$ cat src/rtl/uart_avalon_master_if.sv
// Avalon-MM bus bundle driven by uart_avalon_master (master) and a memory-mapped slave.
interface uart_avalon_master_if #(
  parameter int AAW = 7,
  parameter int ADW = 32
);
  logic [AAW-1:0] avalon_address;
  logic           avalon_read;
  logic           avalon_write;
  logic [ADW-1:0] avalon_writedata;
  logic [ADW-1:0] avalon_readdata;
  logic           avalon_waitrequest;

  modport master (
    output avalon_address, avalon_read, avalon_write, avalon_writedata,
    input  avalon_readdata, avalon_waitrequest
  );

  modport slave (
    input  avalon_address, avalon_read, avalon_write, avalon_writedata,
    output avalon_readdata, avalon_waitrequest
  );
endinterface

$ cat src/rtl/uart_avalon_master.sv
// UART (8N1) command bridge driving an Avalon-MM master: 0x80|addr + 4 data bytes writes, addr reads.
// Optional macro UART_AVALON_MASTER_ACK_EN: reply 0x06 on the UART after each completed write.
module uart_avalon_master #(
  parameter int N_BIT = 16,
  parameter int AAW   = 7,
  parameter int ADW   = 32
) (
  input  logic                 clk,
  input  logic                 rst,
  input  logic                 uart_rxd,
  output logic                 uart_txd,
  uart_avalon_master_if.master avl
);
  localparam logic [15:0] BIT_LAST = 16'(N_BIT - 1);
  localparam logic [15:0] BIT_HALF = 16'(N_BIT / 2);

  typedef enum logic [2:0] {
    IDLE    = 3'd0,
    RX_DATA = 3'd1,
    WRITE   = 3'd2,
    READ    = 3'd3,
    TX_DATA = 3'd4
`ifdef UART_AVALON_MASTER_ACK_EN
    , TX_ACK = 3'd5
`endif
  } state_e;

  state_e         state_q, state_d;
  logic [2:0]     cnt_q, cnt_d;
  logic [AAW-1:0] addr_q, addr_d;
  logic [ADW-1:0] wdata_q, wdata_d;
  logic [ADW-1:0] rdata_q, rdata_d;
  logic           read_q, read_d;
  logic           write_q, write_d;

  logic           rxd_meta_q, rxd_sync_q, rxd_prev_q;
  logic           rx_busy_q;
  logic [15:0]    rx_cnt_q;
  logic [3:0]     rx_bit_q;
  logic [7:0]     rx_shift_q;
  logic           rx_sample_s, rx_valid_s, rx_ferr_s;

  logic           tx_busy_q;
  logic [15:0]    tx_cnt_q;
  logic [3:0]     tx_bit_q;
  logic [8:0]     tx_shift_q;
  logic           txd_q;
  logic           tx_done_s, tx_start_s;
  logic [7:0]     tx_byte_s;

  // Synchronizer runs through reset so a line already low is not taken as a fresh start edge.
  always_ff @(posedge clk) begin
    rxd_meta_q <= uart_rxd;
    rxd_sync_q <= rxd_meta_q;
    rxd_prev_q <= rxd_sync_q;
  end

  assign rx_sample_s = rx_busy_q && (rx_cnt_q == BIT_HALF);
  assign rx_valid_s  = rx_sample_s && (rx_bit_q == 4'd9) && rxd_sync_q;
  assign rx_ferr_s   = rx_sample_s && (rx_bit_q == 4'd9) && !rxd_sync_q;

  // Receiver: bit 0 is the start bit, 1..8 data (LSB first), 9 the stop bit.
  always_ff @(posedge clk) begin
    if (rst) begin
      rx_busy_q  <= 1'b0;
      rx_cnt_q   <= 16'd0;
      rx_bit_q   <= 4'd0;
      rx_shift_q <= 8'h00;
    end else if (!rx_busy_q) begin
      rx_cnt_q <= 16'd0;
      rx_bit_q <= 4'd0;
      if (rxd_prev_q && !rxd_sync_q) begin
        rx_busy_q <= 1'b1;
      end
    end else if (rx_sample_s && (rx_bit_q == 4'd0) && rxd_sync_q) begin
      rx_busy_q <= 1'b0;
    end else if (rx_sample_s && (rx_bit_q == 4'd9)) begin
      rx_busy_q <= 1'b0;
    end else begin
      if (rx_sample_s) begin
        rx_shift_q <= {rxd_sync_q, rx_shift_q[7:1]};
      end
      if (rx_cnt_q == BIT_LAST) begin
        rx_cnt_q <= 16'd0;
        rx_bit_q <= rx_bit_q + 4'd1;
      end else begin
        rx_cnt_q <= rx_cnt_q + 16'd1;
      end
    end
  end

  // A start request on the last stop-bit clock chains the next frame with no idle bit.
  assign tx_done_s = tx_busy_q && (tx_cnt_q == BIT_LAST) && (tx_bit_q == 4'd9);

  // Transmitter: start bit goes out on the edge that loads the frame.
  always_ff @(posedge clk) begin
    if (rst) begin
      tx_busy_q  <= 1'b0;
      tx_cnt_q   <= 16'd0;
      tx_bit_q   <= 4'd0;
      tx_shift_q <= 9'h1FF;
      txd_q      <= 1'b1;
    end else if (tx_start_s) begin
      tx_busy_q  <= 1'b1;
      tx_cnt_q   <= 16'd0;
      tx_bit_q   <= 4'd0;
      tx_shift_q <= {1'b1, tx_byte_s};
      txd_q      <= 1'b0;
    end else if (tx_done_s) begin
      tx_busy_q <= 1'b0;
      tx_cnt_q  <= 16'd0;
      tx_bit_q  <= 4'd0;
      txd_q     <= 1'b1;
    end else if (tx_busy_q) begin
      if (tx_cnt_q == BIT_LAST) begin
        tx_cnt_q   <= 16'd0;
        tx_bit_q   <= tx_bit_q + 4'd1;
        txd_q      <= tx_shift_q[0];
        tx_shift_q <= {1'b1, tx_shift_q[8:1]};
      end else begin
        tx_cnt_q <= tx_cnt_q + 16'd1;
      end
    end else begin
      txd_q <= 1'b1;
    end
  end

  // Frame FSM next-state and Avalon request generation.
  always_comb begin
    state_d    = state_q;
    cnt_d      = cnt_q;
    addr_d     = addr_q;
    wdata_d    = wdata_q;
    rdata_d    = rdata_q;
    read_d     = read_q;
    write_d    = write_q;
    tx_start_s = 1'b0;
    tx_byte_s  = 8'h00;
    case (state_q)
      IDLE: begin
        if (rx_valid_s) begin
          addr_d  = rx_shift_q[AAW-1:0];
          cnt_d   = 3'd0;
          state_d = rx_shift_q[7] ? RX_DATA : READ;
        end else begin
          state_d = IDLE;
        end
      end
      RX_DATA: begin
        if (rx_ferr_s) begin
          state_d = IDLE;
        end else if (rx_valid_s) begin
          wdata_d = {rx_shift_q, wdata_q[ADW-1:8]};
          if (cnt_q == 3'd3) begin
            cnt_d   = 3'd0;
            state_d = WRITE;
          end else begin
            cnt_d = cnt_q + 3'd1;
          end
        end else begin
          state_d = RX_DATA;
        end
      end
      WRITE: begin
        if (!write_q) begin
          write_d = 1'b1;
        end else if (!avl.avalon_waitrequest) begin
          write_d = 1'b0;
`ifdef UART_AVALON_MASTER_ACK_EN
          state_d = TX_ACK;
`else
          state_d = IDLE;
`endif
        end else begin
          write_d = 1'b1;
        end
      end
      READ: begin
        if (!read_q) begin
          read_d = 1'b1;
        end else if (!avl.avalon_waitrequest) begin
          read_d  = 1'b0;
          rdata_d = avl.avalon_readdata;
          cnt_d   = 3'd0;
          state_d = TX_DATA;
        end else begin
          read_d = 1'b1;
        end
      end
      TX_DATA: begin
        if ((!tx_busy_q && (cnt_q == 3'd0)) || (tx_done_s && (cnt_q != 3'd4))) begin
          tx_start_s = 1'b1;
          tx_byte_s  = rdata_q[7:0];
          rdata_d    = {8'h00, rdata_q[ADW-1:8]};
          cnt_d      = cnt_q + 3'd1;
        end else if (tx_done_s) begin
          cnt_d   = 3'd0;
          state_d = IDLE;
        end else begin
          state_d = TX_DATA;
        end
      end
`ifdef UART_AVALON_MASTER_ACK_EN
      TX_ACK: begin
        if (!tx_busy_q && (cnt_q == 3'd0)) begin
          tx_start_s = 1'b1;
          tx_byte_s  = 8'h06;
          cnt_d      = 3'd1;
        end else if (tx_done_s) begin
          cnt_d   = 3'd0;
          state_d = IDLE;
        end else begin
          state_d = TX_ACK;
        end
      end
`endif
      default: begin
        state_d = IDLE;
      end
    endcase
  end

  // FSM and Avalon output registers.
  always_ff @(posedge clk) begin
    if (rst) begin
      state_q <= IDLE;
      cnt_q   <= 3'd0;
      addr_q  <= '0;
      wdata_q <= '0;
      rdata_q <= '0;
      read_q  <= 1'b0;
      write_q <= 1'b0;
    end else begin
      state_q <= state_d;
      cnt_q   <= cnt_d;
      addr_q  <= addr_d;
      wdata_q <= wdata_d;
      rdata_q <= rdata_d;
      read_q  <= read_d;
      write_q <= write_d;
    end
  end

  assign uart_txd             = txd_q;
  assign avl.avalon_address   = addr_q;
  assign avl.avalon_read      = read_q;
  assign avl.avalon_write     = write_q;
  assign avl.avalon_writedata = wdata_q;
endmodule
$ cat src/flat_wrapper.sv
// flat-port wrapper written by rule: the top's interface ports become plain ports
module uart_avalon_master_flat 
#(
  parameter int N_BIT = 16,
  parameter int AAW   = 7,
  parameter int ADW   = 32
)
  (clk, rst, uart_rxd, uart_txd, avl_avalon_address, avl_avalon_read, avl_avalon_write, avl_avalon_writedata, avl_avalon_readdata, avl_avalon_waitrequest);
  uart_avalon_master_if #(.AAW(AAW), .ADW(ADW)) avl_i ();
  input  logic clk;
  input  logic rst;
  input  logic uart_rxd;
  output logic uart_txd;
  output wire logic [$bits(avl_i.avalon_address)-1:0] avl_avalon_address;
  output wire logic [$bits(avl_i.avalon_read)-1:0] avl_avalon_read;
  output wire logic [$bits(avl_i.avalon_write)-1:0] avl_avalon_write;
  output wire logic [$bits(avl_i.avalon_writedata)-1:0] avl_avalon_writedata;
  input wire logic [$bits(avl_i.avalon_readdata)-1:0] avl_avalon_readdata;
  input wire logic [$bits(avl_i.avalon_waitrequest)-1:0] avl_avalon_waitrequest;
  assign avl_avalon_address = avl_i.avalon_address;
  assign avl_avalon_read = avl_i.avalon_read;
  assign avl_avalon_write = avl_i.avalon_write;
  assign avl_avalon_writedata = avl_i.avalon_writedata;
  assign avl_i.avalon_readdata = avl_avalon_readdata;
  assign avl_i.avalon_waitrequest = avl_avalon_waitrequest;
  uart_avalon_master #(.N_BIT(N_BIT), .AAW(AAW), .ADW(ADW)) u_core (.clk(clk), .rst(rst), .uart_rxd(uart_rxd), .uart_txd(uart_txd), .avl(avl_i));
endmodule
$ cat config.mk
export PLATFORM = sky130hd
export DESIGN_NAME = uart_avalon_master_flat
export DESIGN_NICKNAME = d
export VERILOG_FILES = /design/src/rtl/uart_avalon_master_if.sv /design/src/rtl/uart_avalon_master.sv /design/src/flat_wrapper.sv
export SDC_FILE = /design/constraint.sdc
export NUM_CORES = 1
export LEC_CHECK = 0
export ABC_AREA = 1
export CELL_PAD_IN_SITES_DETAIL_PLACEMENT = 0
export CELL_PAD_IN_SITES_GLOBAL_PLACEMENT = 1
export CORE_MARGIN = 5
export CORE_UTILIZATION = 36
export DETAILED_ROUTE_END_ITERATION = 6
export PLACE_DENSITY_LB_ADDON = 0.05
export SETUP_SLACK_MARGIN = 0.02
export SYNTH_ARGS = -nofsm -noshare
export SYNTH_HDL_FRONTEND = slang
export SYNTH_SLANG_ARGS = --single-unit
$ cat constraint.sdc
create_clock -name clk -period 1.8 [get_ports clk]
set_input_delay 0.36 -clock clk [delete_from_list [all_inputs] [get_ports clk]]
set_output_delay 0.36 -clock clk [all_outputs]
set_load 0.005 [all_outputs]
==> results.tsv <==
stage	metric	value	unit
detailed_routing	DRT Wirelength	16.1	mm
synth	adder-cell share of the synthesized area	0.0233	
clock_network	CTS tree	built	
sta	Setup Viol. Count Final	0	
layout	Layout fillers	1792	
synth	compound-cell area share of the yosys netlist	0.102	
layout	area of the multi-input gates	0.00326	sq mm
layout	Antenna diodes	0	
flow_run	max-cap viol count	0	
grt	initial antenna violation count	0	
layout	layout cells sized above 1	0.169	
grt	global route overflow	0	
power	Pleak	3.70	nW
clock_network	clock sinks	141	
power	part of the power in the clock network	0.467	
synth	#FFs+latches synth	141	
synth	post-synth cell types	36	
detailed_routing	antenna-violating nets left	0	
sta	worst slew pin tran	0.422	ns
sta	Layout Skew	0.0110	ns
power	Net Sw Frac	0.232	
layout	FF+latch area	0.00284	sq mm
place	Placer Congestion	0.795	
synth	top_reg_cell synth	dfxtp_1	
sta	unrepaired setup endpoints after global routing	yes	
power	Comb pwr share	0.085	
worst_setup_path	CP Cell Sequence	ha_4, nand3_4, nor2_4, nand4_4, nand2_4, nand3_4, a21boi_4, clkbuf_16, nor2_2, nor2_1	
power	P per Cell Area	810	mW/mm^2
grt	GRT Util Overall	0.152	
worst_setup_path	worst path required time	2.15	ns
worst_setup_path	Largest stage delay, worst path	0.35	ns
floorplan	row count	48	
clock_network	total CTS buffers	17	
sta	Setup TNS	0	ns
clock_network	CTS Root Cell	clkbuf_16	
floorplan	full die area	0.0207	sq mm
place	dpl cell area	0.00775	sq mm
sta	final cycle utilization of the critical path	0.999	
worst_setup_path	most used cell, CP	nand3_4	
synth	synth warn	0	
detailed_routing	Post-route DRC	0	
worst_setup_path	critical path class	flip-flop to flip-flop	
layout	Synth-to-Final Area Change	38.8	%
synth	XOR/XNOR Fraction of Synth Area	0.0122	
floorplan	Starting Density	0.370	
sta	fmax	0.556	GHz
sta	worst rel slew slack	0.717	
place	port bufs	77	
sta	Final WS setup	0.00139	ns
place	HPWL after DPL	10.4	mm
synth	Async S/R FF share, synth	0	
detailed_routing	routed len/inst	12.5	um
worst_setup_path	R2R setup slack	0.001	ns
synth	Avg Cell Area, Syn	6.90	sq um
sta	Slew Limit Fails	0	
worst_setup_path	crit path buf inv count	1	
layout	fin util	0.513	
synth	Post-Synthesis Cells	933	
detailed_routing	vias per cell	4.61	
outcome	status	finished clean	
sta	final hold violations	0	
synth	sequential cell area fraction in the yosys report	0.439	
detailed_routing	Initial DRC Count	202	
synth	Cell Area, Synth	0.00644	sq mm
grt	vias in the first global route	5393	
floorplan	die height	144	um
place	Placement Setup Slack	-0.0430	ns
worst_setup_path	Crit. End Element	flip-flop	
power	Internal Power	5.55	mW
worst_setup_path	Crit path arrival time	2.15	ns
synth	Simple-Gate Fraction of Synth Area	0.324	
power	peak supply drop	0.687	mV
layout	Design Area, Final	0.00894	sq mm
detailed_routing	vias	5950	
worst_setup_path	worst-path maximum fanout	8	
synth	largest family of logic cells by synthesized area	simple AND/OR/NAND/NOR gates	
floorplan	Core ar.	0.0174	sq mm
grt	first-pass GRT wire length	25.5	mm
layout	nets@finish	1102	
clock_network	CTS clk-pin slew, worst paths	0.06	ns
worst_setup_path	crit path launch type	flip-flop	
floorplan	Die Width	144	um
detailed_routing	TritonRoute pass-1 iters	4	
floorplan	Ports	78	
grt	largest net degree at the start of global routing	50	
sta	Final min period	1.80	ns
synth	syn nets	981	
power	Pwr Total	7.23	mW
power	Net Switching	1.68	mW
clock_network	htree depth	4	
worst_setup_path	cell family with most CP delay	simple AND/OR/NAND/NOR gates	
min_path	Worst Hold Class	flip-flop to flip-flop	
clock_network	maximum buffer depth of the clock tree	2	
clock_network	latest clock arrival within the worst-skew pair	0.42	ns
worst_setup_path	Critical-path top delay cell	dfxtp_2	
synth	Post-synth EDFFs	0	
power	Flop pwr share	0.447	
synth	mux cell area share after synthesis	0	
## worst paths after layout
path	from	cells after the start	endpoint
worst min-delay path	u_core.rxd_meta_q$_DFF_P_	0	u_core.rxd_sync_q$_DFF_P_
worst min register to register	u_core.rxd_meta_q$_DFF_P_	0	u_core.rxd_sync_q$_DFF_P_
worst max-delay path	u_core.tx_cnt_q[1]$_SDFFE_PP0P_	10	u_core.rdata_q[6]$_SDFFE_PP0P_
worst max register to register	u_core.tx_cnt_q[1]$_SDFFE_PP0P_	10	u_core.rdata_q[6]$_SDFFE_PP0P_
## sequential cells by signal (all words and copies together), names as in the netlist, 3 cells and up
name                         cells
u_core.avl.avalon_writedata     32
u_core.rdata_q                  32
u_core.rx_cnt_q                 16
u_core.tx_cnt_q                 16
u_core.rx_shift_q                8
u_core.tx_shift_q                8
u_core.avl.avalon_address        7
u_core.rx_bit_q                  4
u_core.tx_bit_q                  4
u_core.cnt_q                     3
u_core.state_q                   3
## cell usage after synthesis, types with 3 or more instances
master | instances | share of area
a21oi_1 | 45 | 0.035
buf_1 | 4 | 0.0023
buf_2 | 6 | 0.0047
buf_4 | 5 | 0.0058
buf_6 | 8 | 0.014
clkbuf_1 | 16 | 0.0093
dfxtp_1 | 141 | 0.44
ha_1 | 12 | 0.023
inv_1 | 106 | 0.062
nand2_1 | 204 | 0.12
nand3_1 | 54 | 0.042
nand4_1 | 9 | 0.0087
nor2_1 | 188 | 0.11
nor2_2 | 5 | 0.0049
nor3_1 | 26 | 0.020
nor3b_1 | 3 | 0.0035
o21ai_0 | 66 | 0.051
o21ai_1 | 4 | 0.0031
xor2_1 | 8 | 0.011
## cell usage in the layout (no fill, tap or decap), types with 12 or more instances in the layout
cell type and n:
a21oi_1 39, buf_12 15, buf_4 38, clkbuf_16 23, clkdlybuf4s50_1 77, dfxtp_1 129, dfxtp_2 12, inv_1 99
nand2_1 196, nand3_1 52, nor2_1 161, nor2_2 20, nor2_4 12, nor3_1 22, o21ai_0 47, o21ai_1 22
## final cells by class
type | count | share of cell area
clock buffers | 21 | 0.0504
clock inverters | 11 | 0.0133
inverters | 108 | 0.0470
multi-input cells | 645 | 0.365
flip-flops and latches | 141 | 0.318
well taps | 225 | 0.0315
repair buffers | 140 | 0.174
repair inverters | 1 | 0.000840
## power by group through the flow
stage	Clock [mW]	Combinational [mW]	Sequential [mW]
after detailed placement	0	0.533	3.30
after floorplan	0	0.328	3.29
after global routing	3.64	0.689	3.24
final	3.38	0.617	3.24
after CTS	3.50	0.535	3.23
after global placement	0	0.536	3.30
## cells by family after synthesis
group / after synthesis
buffers and inverters: 147
and+or+nand+nor: 499
DFF: 141
xor gates and xnor gates: 9
adders and majority gates: 12
AOI/OAI and AO/OA: 125
## per-stage QoR
step           instances  hold WS, ns
3_5_place_dp        1240        0.320
3_3_place_gp        1240        0.311
5_1_grt             1292        0.347
4_1_cts             1272        0.334
2_1_floorplan        933        0.310
6_report            1292        0.330
## what timing repair did
action                                  4_1_cts  5_1_grt
gates cloned                                  0        8
hold buffers                                  0        0
gates resized for setup                       2      122
setup buffers                                 0       12
endpoints found under the setup margin       46      109
pin swaps                                     1       40
endpoints found under the hold margin         0        0
## metal layers
metal | GRT usage | part of all wire | vias to the layer above
met2 | 0.243 | 0.47 | 78
met5 | 0 | 0 | -
li1 | - | - | 3190
met3 | 0.0493 | 0.047 | 11
met4 | 0.0387 | 0.0080 | 0
met1 | 0.198 | 0.48 | 2671
## worst reg2reg max path: stages (launching register included)
cell and delay (ns):
dfxtp_2 0.35, ha_4 0.16, nand3_4 0.08, nor2_4 0.15, nand4_4 0.11, nand2_4 0.10, nand3_4 0.11, a21boi_4 0.32
clkbuf_16 0.23, nor2_2 0.04, nor2_1 0.09
No activity file was read; power rests on OpenSTA's default activity.
